File: src/rtl/audio_pwm_out_if.sv
// Link between the PWM audio output stage and its controller / waveform table.
// The controller side (master) drives the controls and the table sample; the PWM stage (slave) returns its status.
interface audio_pwm_out_if #(
  parameter int PHASE_W = 16
);
  logic               enable;
  logic               mute;
  logic [PHASE_W-1:0] step;
  logic [7:0]         sample_in;
  logic [7:0]         index;
  logic               pwm_out;
  logic               sample_strobe;
  logic               busy;

  modport master (
    output enable, mute, step, sample_in,
    input  index, pwm_out, sample_strobe, busy
  );

  modport slave (
    input  enable, mute, step, sample_in,
    output index, pwm_out, sample_strobe, busy
  );
endinterface

File: src/rtl/audio_pwm_out.sv
// PWM audio output: a phase accumulator addresses the waveform table, and one
// returned sample per PWM period is latched as the duty cycle for the next period.
//
// state | meaning
// IDLE  | stopped; prescaler and PWM counter held at 0, output low
// RUN   | playing; sample latched and phase advanced at every period boundary
// STOP  | finishing the current period after enable dropped
module audio_pwm_out #(
  parameter int CLK_DIV = 1,
  parameter int PHASE_W = 16
) (
  input  logic             clk,
  input  logic             rst_n,
  audio_pwm_out_if.slave   bus
);

  localparam int PRE_W = (CLK_DIV > 1) ? $clog2(CLK_DIV) : 1;
  localparam logic [PRE_W-1:0] PRE_LAST = PRE_W'(CLK_DIV - 1);

  typedef enum logic [1:0] {IDLE, RUN, STOP} state_t;

  state_t             state;
  logic [PRE_W-1:0]   pre_cnt;
  logic [7:0]         pwm_cnt;
  logic [7:0]         duty;
  logic [PHASE_W-1:0] phase;
  logic [7:0]         index_q;
  logic               pwm_q;
  logic               strobe_q;

  logic               tick;
  logic               boundary;
  logic [PHASE_W-1:0] phase_nxt;
  logic [7:0]         duty_nxt;

  assign tick      = (state != IDLE) && (pre_cnt == PRE_LAST);
  assign boundary  = tick && (pwm_cnt == 8'hFF);
  assign phase_nxt = phase + bus.step;
  assign duty_nxt  = bus.mute ? 8'h00 : bus.sample_in;

  always_ff @(posedge clk or negedge rst_n) begin
    if (!rst_n) begin
      state    <= IDLE;
      pre_cnt  <= '0;
      pwm_cnt  <= 8'h00;
      duty     <= 8'h00;
      phase    <= '0;
      index_q  <= 8'h00;
      pwm_q    <= 1'b0;
      strobe_q <= 1'b0;
    end else begin
      strobe_q <= 1'b0;
      case (state)
        IDLE: begin
          pre_cnt <= '0;
          pwm_cnt <= 8'h00;
          pwm_q   <= 1'b0;
          if (bus.enable) begin
            state    <= RUN;
            duty     <= duty_nxt;
            strobe_q <= 1'b1;
          end
        end
        RUN, STOP: begin
          pwm_q <= (pwm_cnt < duty);
          if (tick) begin
            pre_cnt <= '0;
            pwm_cnt <= pwm_cnt + 8'd1;
          end else begin
            pre_cnt <= pre_cnt + 1'b1;
          end
          // A boundary in STOP with enable back high is treated exactly like RUN.
          if (boundary && (state == RUN || bus.enable)) begin
            duty     <= duty_nxt;
            phase    <= phase_nxt;
            index_q  <= phase_nxt[PHASE_W-1 -: 8];
            strobe_q <= 1'b1;
            state    <= bus.enable ? RUN : STOP;
          end else if (boundary) begin
            state <= IDLE;
            duty  <= 8'h00;
          end else begin
            state <= bus.enable ? RUN : STOP;
          end
        end
        default: state <= IDLE;
      endcase
    end
  end

  assign bus.index         = index_q;
  assign bus.pwm_out       = pwm_q;
  assign bus.sample_strobe = strobe_q;
  assign bus.busy          = (state != IDLE);

endmodule

File: src/flat_wrapper.sv
// flat-port wrapper written by rule: the top's interface ports become plain ports
module audio_pwm_out_flat 
#(
  parameter int CLK_DIV = 1,
  parameter int PHASE_W = 16
)
  (clk, rst_n, bus_enable, bus_mute, bus_step, bus_sample_in, bus_index, bus_pwm_out, bus_sample_strobe, bus_busy);
  audio_pwm_out_if #(.PHASE_W(PHASE_W)) bus_i ();
  input  logic clk;
  input  logic rst_n;
  input wire logic [$bits(bus_i.enable)-1:0] bus_enable;
  input wire logic [$bits(bus_i.mute)-1:0] bus_mute;
  input wire logic [$bits(bus_i.step)-1:0] bus_step;
  input wire logic [$bits(bus_i.sample_in)-1:0] bus_sample_in;
  output wire logic [$bits(bus_i.index)-1:0] bus_index;
  output wire logic [$bits(bus_i.pwm_out)-1:0] bus_pwm_out;
  output wire logic [$bits(bus_i.sample_strobe)-1:0] bus_sample_strobe;
  output wire logic [$bits(bus_i.busy)-1:0] bus_busy;
  assign bus_i.enable = bus_enable;
  assign bus_i.mute = bus_mute;
  assign bus_i.step = bus_step;
  assign bus_i.sample_in = bus_sample_in;
  assign bus_index = bus_i.index;
  assign bus_pwm_out = bus_i.pwm_out;
  assign bus_sample_strobe = bus_i.sample_strobe;
  assign bus_busy = bus_i.busy;
  audio_pwm_out #(.CLK_DIV(CLK_DIV), .PHASE_W(PHASE_W)) u_core (.clk(clk), .rst_n(rst_n), .bus(bus_i));
endmodule
File: config.mk
export PLATFORM = sky130hd
export DESIGN_NAME = audio_pwm_out_flat
export DESIGN_NICKNAME = d
export VERILOG_FILES = /design/src/rtl/audio_pwm_out_if.sv /design/src/rtl/audio_pwm_out.sv /design/src/flat_wrapper.sv
export SDC_FILE = /design/constraint.sdc
export NUM_CORES = 1
export LEC_CHECK = 0
export ABC_AREA = 1
export BUFFER_PORTS_ARGS = -buffer_cell sky130_fd_sc_hd__buf_2
export CAP_MARGIN = 10
export CORE_MARGIN = 3
export CORE_UTILIZATION = 55
export DETAILED_ROUTE_END_ITERATION = 7
export HOLD_SLACK_MARGIN = 0.1
export PLACE_DENSITY = 0.78
export SETUP_SLACK_MARGIN = 0.3
export SLEW_MARGIN = 20
export SYNTH_ARGS = -nofsm -noshare
export SYNTH_HDL_FRONTEND = slang
export SYNTH_SLANG_ARGS = --single-unit
File: constraint.sdc
create_clock -name clk -period 2.3 [get_ports clk]
set_input_delay 0.575 -clock clk [delete_from_list [all_inputs] [get_ports clk]]
set_output_delay 0.575 -clock clk [all_outputs]
set_load 0.01 [all_outputs]
# Yosys cells after proc, flatten, opt, wreduce, memory -nomap -nowiden

Cells that the tools add are included.

Bits in registers: 45
Input port bits: 28
Output and inout bits: 11
Logic and storage cells: 48

Add/sub/neg operators: 3
Order comparisons: 1
Equality and inequality tests: 6
Multiplexer cells: 18
Bitwise logic cells: 1
Reduce and logical (&&, ||, !) cells: 11

Operators by type and width:

| kind                                          | number |
|---|---|
| two-way mux 8 bit                             | 5 |
| one-hot mux 8 bit (2 select lines)            | 2 |
| adder 16 bit                                  | 1 |
| adder 8 x 1 -> 8 bit, second input constant   | 1 |
| == test 8 bit, second input constant          | 1 |
| < comparator 8 bit                            | 1 |
| two-way mux 2 bit                             | 4 |
| one-hot mux 1 bit (2 select lines)            | 3 |
| one-hot mux 2 bit (2 select lines)            | 1 |
| AND reduction 2 bit                           | 2 |
| nonzero test 2 bit                            | 2 |
| logical AND 1 bit                             | 3 |
| two-way mux 1 bit                             | 3 |
| != test 3 x 1 -> 1 bit, second input constant | 1 |
| AND reduction 3 bit                           | 1 |
| == test 2 x 1 -> 1 bit, second input constant | 1 |
| == test 2 bit, second input constant          | 1 |
| logical NOT 2 bit                             | 1 |
| != test 2 x 1 -> 1 bit, second input constant | 1 |
| != test 2 bit, second input constant          | 1 |
| OR reduction 2 bit                            | 1 |
| adder 1 bit, second input constant            | 1 |
| logical OR 1 bit                              | 1 |
| NOT 1 bit                                     | 1 |

# Depth between registers and ports, before layout

Gate-level depths: netlist of run 1.

Word-level depth: 6
Depth in mapped cells: 10
Gate-level depth less buffers: 10

# Worst setup path before layout of run 1

Ideal clock, no wire load.

Path type: input -> register
Start: in bus_step[0]
End: reg u_core.phase[6]
Setup time: 117 ps
Arrival time: 1762 ps
Data required time: 2183 ps
Setup slack: 420 ps
Stages on the path: 7
Buffers on the path: 0
Cells stage by stage: ha_1 > fa_1 > nand2_1 > nand3_1 > or2_2 > nand3_1 > nand2_1

Word-level cells in the longest chain between the ends: 1

Ends and longest elaborated chain:

| element              | line                | RTL |
|---|---|---|
| start, declared      | flat_wrapper.sv:13  | `input wire logic [$bits(bus_i.step)-1:0] bus_step;` |
| adder 16 bit         | audio_pwm_out.sv:38 | `assign phase_nxt = phase + bus.step;` |
| end signal, assigned | audio_pwm_out.sv:75 | `phase <= phase_nxt;` |
| end, declared        | audio_pwm_out.sv:26 | `logic [PHASE_W-1:0] phase;` |

Every way passes these cells.
A chain may end at the register's enable or synchronous reset.

# Worst setup path in the final report of run 1

Start: reg u_core.state[0]
End: out bus_busy

Word-level cells in the longest chain between the ends: 1

Ends and longest elaborated chain:

| element                | line                | RTL |
|---|---|---|
| start, declared        | audio_pwm_out.sv:22 | `state_t state;` |
| start signal, assigned | audio_pwm_out.sv:78 | `state <= bus.enable ? RUN : STOP;` |
| start signal, assigned | audio_pwm_out.sv:83 | `state <= bus.enable ? RUN : STOP;` |
| nonzero test 2 bit     | audio_pwm_out.sv:94 | `assign bus.busy = (state != IDLE);` |
| end, declared          | flat_wrapper.sv:18  | `output wire logic [$bits(bus_i.busy)-1:0] bus_busy;` |

Every way passes these cells.

==> run_results.csv, run 1 <==
group,metric,value,unit
outcome,status,"finished clean",
logic_synthesis,yosysTopAreaCellShare,32.7,%
floorplanning,core.rowCount,25,
power_and_ir_drop,combPwrFrac,41.0,%
placed_design,gp_congestion,0.867,
power_and_ir_drop,vdd_drop_max,0.000694,V
timing,post-route-min-period,1870,ps
power_and_ir_drop,powerDensity,791,nW/um^2
logic_synthesis,syn_avg_cell_area,7.18,sq um
setup_path,crit_path_end_kind,"output port",
setup_path,crit_chain,"inv_1 -> ha_1 -> inv_1 -> buf_2",
logic_synthesis,synth_top_cell_by_area,"dfrtp_1",
power_and_ir_drop,p_seq_share,35.2,%
floorplanning,die_x,77.8,um
cts,clock_sinks,37,
cts,cts_tree,"yes",
logic_synthesis,ys_warn_count,0,
timing,final-hold-violation-count,0,
timing,rsz0062_at_grt,"no",
power_and_ir_drop,clock_power_share,23.8,%
floorplanning,coreArea,4850,sq um
floorplanning,ios,39,
hold_path,holdCritPathClass,"primary input to async pin",
timing,drv_slew,0,
logic_synthesis,yosysSeqAreaShare,32.7,%
setup_path,required,1730,ps
finish,drive_gt1_share,15.3,%
setup_path,worst_path_most_repeated_cell,"inv_1",
power_and_ir_drop,swShare,39.8,%
setup_path,critPathKind,"register to output port",
finish,seqCellArea,926,sq um
logic_synthesis,synthArstFlopShare,100,%
timing,slew_headroom,75.4,%
routing,wl_per_cell,11.5,um
setup_path,reg2reg_depth,7,
routing,dr.pass1.iters,4,
routing,drtAntennaViolNets,0,
floorplanning,start_util,58.5,%
timing,skew,4.15,ps
floorplanning,fp.dieH,77.8,um
power_and_ir_drop,switchingPower,0.988,mW
grt,grt_use_total,20.6,%
timing,finalSetupViolCount,0,
placed_design,dp_hpwl,4.53,mm
setup_path,slowest_stage,"dfrtp_1",
logic_synthesis,ys.flop_type,"dfrtp_1",
cts,clock_latency,290,ps
routing,vias,2512,
cts,cts_resized,0,
run,drv_cap,0,
cts,cts.reportedPaths.clkPinSlew,70,ps
routing,initialDrtViolationCount,129,
logic_synthesis,synth_edf_count,0,
cts,htreeDepth,2,
power_and_ir_drop,p_int,1.50,mW
finish,diodes,0,
finish,n_fill_cell,440,
logic_synthesis,synth-seq-cells,37,
finish,final_cells,499,
finish,nNetsFinal,486,
setup_path,cpLargestDelayFamily,"flip-flops",
setup_path,arrival,1290,ps
cts,holdBufCountCts,0,
grt,antenna_found_initial,0,
placed_design,dp.cells,491,
setup_path,r2r_start,"u_core.pwm_cnt[0]",
logic_synthesis,yosysUniqueCellTypes,34,
grt,grt_pass1_vias,2408,
routing,vias_per_cell,5.03,
timing,tns,0,ps
setup_path,worstPathMaxFanout,6,
cts,cts_buffers,5,
grt,grt_max_degree,18,
cts,cts_setup_buffers,0,
timing,fin_crit_sh,81.1,%
floorplanning,die_area,6050,sq um
timing,tightest_slew,369,ps
setup_path,startpoint_type,"register",
logic_synthesis,syn_nets,450,
setup_path,cp_num_buf_inv,3,
setup_path,cp_slowest_stage_delay,400,ps
cts,clockBufferDepth,2,
routing,routed_wl,5.76,mm
setup_path,r2r_setup_slack,490,ps
timing,max_freq,0.536,GHz
power_and_ir_drop,p_leak,1.80,nW
finish,area_delta_synth_final,10.9,%
routing,remaining_drc_errors,0,
placed_design,io_buffers,38,
grt,overflow,0,
logic_synthesis,synth_area_leaders,"dfrtp_1 33%, nand2_1 18%, ha_1 11%",
setup_path,r2r_end,"u_core.bus.index[2]",
grt,grt_pass1_wl,10.1,mm
logic_synthesis,syn_area,2840,sq um
cts,clockRootBuffer,"clkbuf_8",
logic_synthesis,synthCells,395,
finish,multiInputGateArea,1570,sq um
[how the worst max path moves through the flow]
stage | startpoint | to | slack, ps | cells after the start
3_5_place_dp | bus_step[0] | u_core.phase[6] | 210 | 8
4_1_cts | u_core.state[1] | bus_busy | 440 | 4
6_report | u_core.state[0] | bus_busy | 430 | 4
2_1_floorplan | bus_step[0] | u_core.phase[6] | 420 | 7
5_1_grt | u_core.pwm_cnt[0] | u_core.bus.index[0] | 330 | 7
3_3_place_gp | bus_step[0] | u_core.phase[6] | 230 | 8
[flip-flops by register name (all words and copies together) (netlist names)]
signal	count
u_core.bus.sample_strobe	1
u_core.bus.pwm_out	1
u_core.state	2
u_core.bus.index	8
u_core.phase	8
u_core.pre_cnt	1
u_core.pwm_cnt	8
u_core.duty	8
[synth_stat cells (2+ instances only)]
cell type	instances
nand2_1	133
inv_1	61
dfrtp_1	37
nand3_1	35
ha_1	26
nor2_1	21
a21oi_1	14
buf_4	8
o21ai_1	7
xnor2_1	6
nor3_1	5
o21ai_2	5
buf_6	4
nand2_2	4
nand4_1	4
o21ai_0	4
nand3b_1	3
or2_2	2
[cells by family after synthesis]
group,synth area share [%]
AOI/OAI and AO/OA,8.74
adders and majority gates,12.2
buffers and inverters,12.0
xor gates and xnor gates,1.85
muxes,0.353
DFF,32.7
and+or+nand+nor,32.3
[final cells by class]
| cell class | instances | share of cell area [%] |
|---|---|---|
| Clock buffer | 7 | 2.75 |
| Clock inverter | 1 | 0.955 |
| Inverter | 62 | 7.44 |
| Multi-Input combinational cell | 284 | 50.0 |
| Sequential cell | 37 | 29.5 |
| Tap cell | 67 | 2.67 |
| Timing Repair Buffer | 41 | 6.77 |
[metal layers]
metal  global-route usage, %  share of wire [%]  vias to the layer above  wire length, um
met5                       0                  0                        -                0
met4                    6.76                1.5                        0               85
met3                    3.94                3.4                       11              198
met2                    38.1                 51                       48             2930
met1                    23.6                 44                     1135             2540
li1                        -                  -                     1318                -
[cell usage in the layout, fill, tap and decap left out, drive strengths merged, types with 2 or more instances in the layout]
| master | n |
|---|---|
| nor3 | 5 |
| ha | 26 |
| a21oi | 15 |
| o21ai | 16 |
| nand3 | 37 |
| dfrtp | 37 |
| nand3b | 3 |
| or2 | 2 |
| xnor2 | 6 |
| nand4 | 5 |
| nor2 | 22 |
| clkbuf | 7 |
| buf | 41 |
| inv | 61 |
| nand2 | 137 |
[power by group through the flow]
stage / clock network (mW) / registers (mW) / logic [mW]
after floorplan: 0 / 0.876 / 0.850
after global placement: 0 / 0.884 / 0.990
after detailed placement: 0 / 0.886 / 1.03
after CTS: 0.603 / 0.874 / 1.03
after global routing: 0.633 / 0.897 / 1.19
final: 0.592 / 0.874 / 1.02
[through the flow]
step | setup slack, ps | utilization (%) | hold slack, ps | area [sq um] | power, mW
6_report | 435 | 64.8 | 187 | 3140 | 2.49
5_1_grt | 332 | 64.8 | 206 | 3140 | 2.72
3_3_place_gp | 230 | 62.4 | 461 | 3030 | 1.87
4_1_cts | 438 | 64.8 | 196 | 3140 | 2.51
3_5_place_dp | 211 | 62.4 | 463 | 3030 | 1.92
2_1_floorplan | 420 | - | 279 | 2840 | 1.73
No activity file was read; power rests on OpenSTA's default activity.
==> run 2, diff against run 1 <==
- clock period: 2.3 -> 1.8 ns (I/O delays scaled with it)
==> run_results.csv, run 2 (synthesis gave the netlist of run 1 again) <==
group,metric,value,unit
timing,holdWs,194,ps
timing,rsz0062_at_grt,"yes",
timing,fin_crit_sh,95.9,%
finish,area_delta_synth_final,43.7,%
cts,cts_buffers,5,
setup_path,critPathKind,"register to register",
finish,finish.utilization,84.1,%
setup_path,worstPathMaxFanout,3,
setup_path,crit_path_end_kind,"register",
setup_path,startpoint_type,"register",
placed_design,dpl_cell_area,3140,sq um
timing,post-route-min-period,1730,ps
routing,wl_per_cell,15.8,um
setup_path,worst_path_most_repeated_cell,"nand2_1",
grt,overflow,0,
finish,nNetsFinal,518,
placed_design,dp_hpwl,4.58,mm
routing,initialDrtViolationCount,232,
routing,vias,2932,
grt,grt_max_degree,38,
power_and_ir_drop,vdd_drop_max,0.00112,V
setup_path,cp_slowest_stage_delay,410,ps
timing,skew,10.2,ps
setup_path,cp_num_buf_inv,0,
setup_path,crit_chain,"ha_4 -> fa_2 -> nand3_2 -> nand3_4 -> nand2_1 -> nand3_1 -> nor2_1 -> nand3b_1 -> nand2_1",
cts,clockRootBuffer,"clkbuf_8",
outcome,status,"finished clean",
floorplanning,core.rowCount,25,
floorplanning,coreArea,4850,sq um
timing,tightest_slew,495,ps
routing,routed_wl,8.41,mm
timing,slew_headroom,67.0,%
setup_path,slowest_stage,"dfrtp_1",
hold_path,holdCritPathClass,"primary input to async pin",
timing,finalSetupViolCount,0,
placed_design,io_buffers,38,
cts,clock_sinks,37,
finish,diodes,0,
placed_design,gp_congestion,0.850,
run,drv_cap,0,
timing,max_freq,0.580,GHz
grt,grt_pass1_vias,2653,
timing,drv_slew,0,
floorplanning,die_area,6050,sq um
routing,drtAntennaViolNets,0,
cts,clock_latency,290,ps
power_and_ir_drop,p_leak,2.13,nW
routing,vias_per_cell,5.52,
timing,tns,0,ps
grt,antenna_found_initial,0,
cts,clockBufferDepth,2,
cts,htreeDepth,2,
cts,cts.reportedPaths.clkPinSlew,80,ps
finish,final_area,4080,sq um
floorplanning,start_util,58.5,%
finish,drive_gt1_share,44.4,%
finish,most-common-layout-cells,"92 x nand2_1, 50 x inv_1, 37 x buf_2, 36 x dfrtp_1, 31 x nand2_2",
floorplanning,fp.dieH,77.8,um
routing,dr.pass1.iters,5,
grt,grt_pass1_wl,11.2,mm
floorplanning,die_x,77.8,um
cts,cts_tree,"yes",
setup_path,required,1990,ps
timing,final-hold-violation-count,0,
floorplanning,ios,39,
setup_path,cpLargestDelayFamily,"simple AND/OR/NAND/NOR gates",
routing,remaining_drc_errors,0,
setup_path,arrival,1920,ps
power_and_ir_drop,powerDensity,981,nW/um^2
finish,final_common_cell,"nand2_1",
grt,grt_use_total,22.9,%
-- run 2: cell count changes in the layout (fill, tap and decap cells not counted), moves of 5 or more --
cell     change
nand2_2     +27
nand3_2     +13
nand3_1     -17
ha_1        -19
nand2_4     +14
inv_2        +8
nor3_1       -5
nand2_1     -41
buf_4       +27
ha_4        +18
nand3_4      +5
nor2_1       -7
inv_1       -11
-- run 2: cell type report --
| type | instances | area [sq um] |
|---|---|---|
| multi-input cells | 285 | 2240 |
| flip-flops and latches | 37 | 927 |
| fillers | 261 | 773 |
| repair buffers | 72 | 475 |
| inverters | 62 | 243 |
| clock buffers | 7 | 96.3 |
| well taps | 67 | 83.8 |
| clock inverters | 1 | 5.00 |
-- run 2: layer usage --
layer	GRT usage (%)	vias up	wire, um
met4	6.76	0	300
li1	-	1393	-
met5	0	-	0
met1	25.4	1391	3130
met2	44.0	119	4510
met3	3.71	29	469
-- run 2: worst register-to-register path: stages (launching register included) --
cell      delay, ps
dfrtp_1         410
ha_4            180
fa_2            370
nand3_2         100
nand3_4          80
nand2_1          80
nand3_1          90
nor2_1          130
nand3b_1        140
nand2_1          60
-- run 2: metrics by stage --
stage	std cells	worst slack (ps)	power, mW
after floorplan	395	189	2.22
after detailed placement	494	-19.4	2.52
after CTS	514	185	3.42
after global placement	494	18.6	2.45
final	531	74.7	4.00
after global routing	531	24.8	4.24
-- run 2: what timing repair did --
action                     in CTS  in global routing
buffers inserted               11                 17
hold endpoints to repair        0                  0
hold buffers                    0                  0
pin swaps                      10                 44
gates resized for setup        39                103
setup endpoints to repair      34                 29
gates cloned                    1                  0
-- run 2: worst paths after layout --
kind	slack [ps]	start	to	cells after the start
max	70	u_core.phase[0]	u_core.bus.index[0]	9
min	190	rst_n	u_core.bus.index[0]	2
max reg2reg	70	u_core.phase[0]	u_core.bus.index[0]	9
min reg2reg	490	u_core.duty[2]	u_core.duty[2]	2
max in group asynchronous	1240	rst_n	u_core.phase[1]	2
min in group clk	410	bus_sample_in[4]	u_core.duty[4]	3
-- run 2: power breakdown --
group	internal [mW]	total [mW]	switching (mW)
Clock	0.347	0.662	0.315
Sequential	1.00	1.15	0.147
Combinational	0.869	2.19	1.32
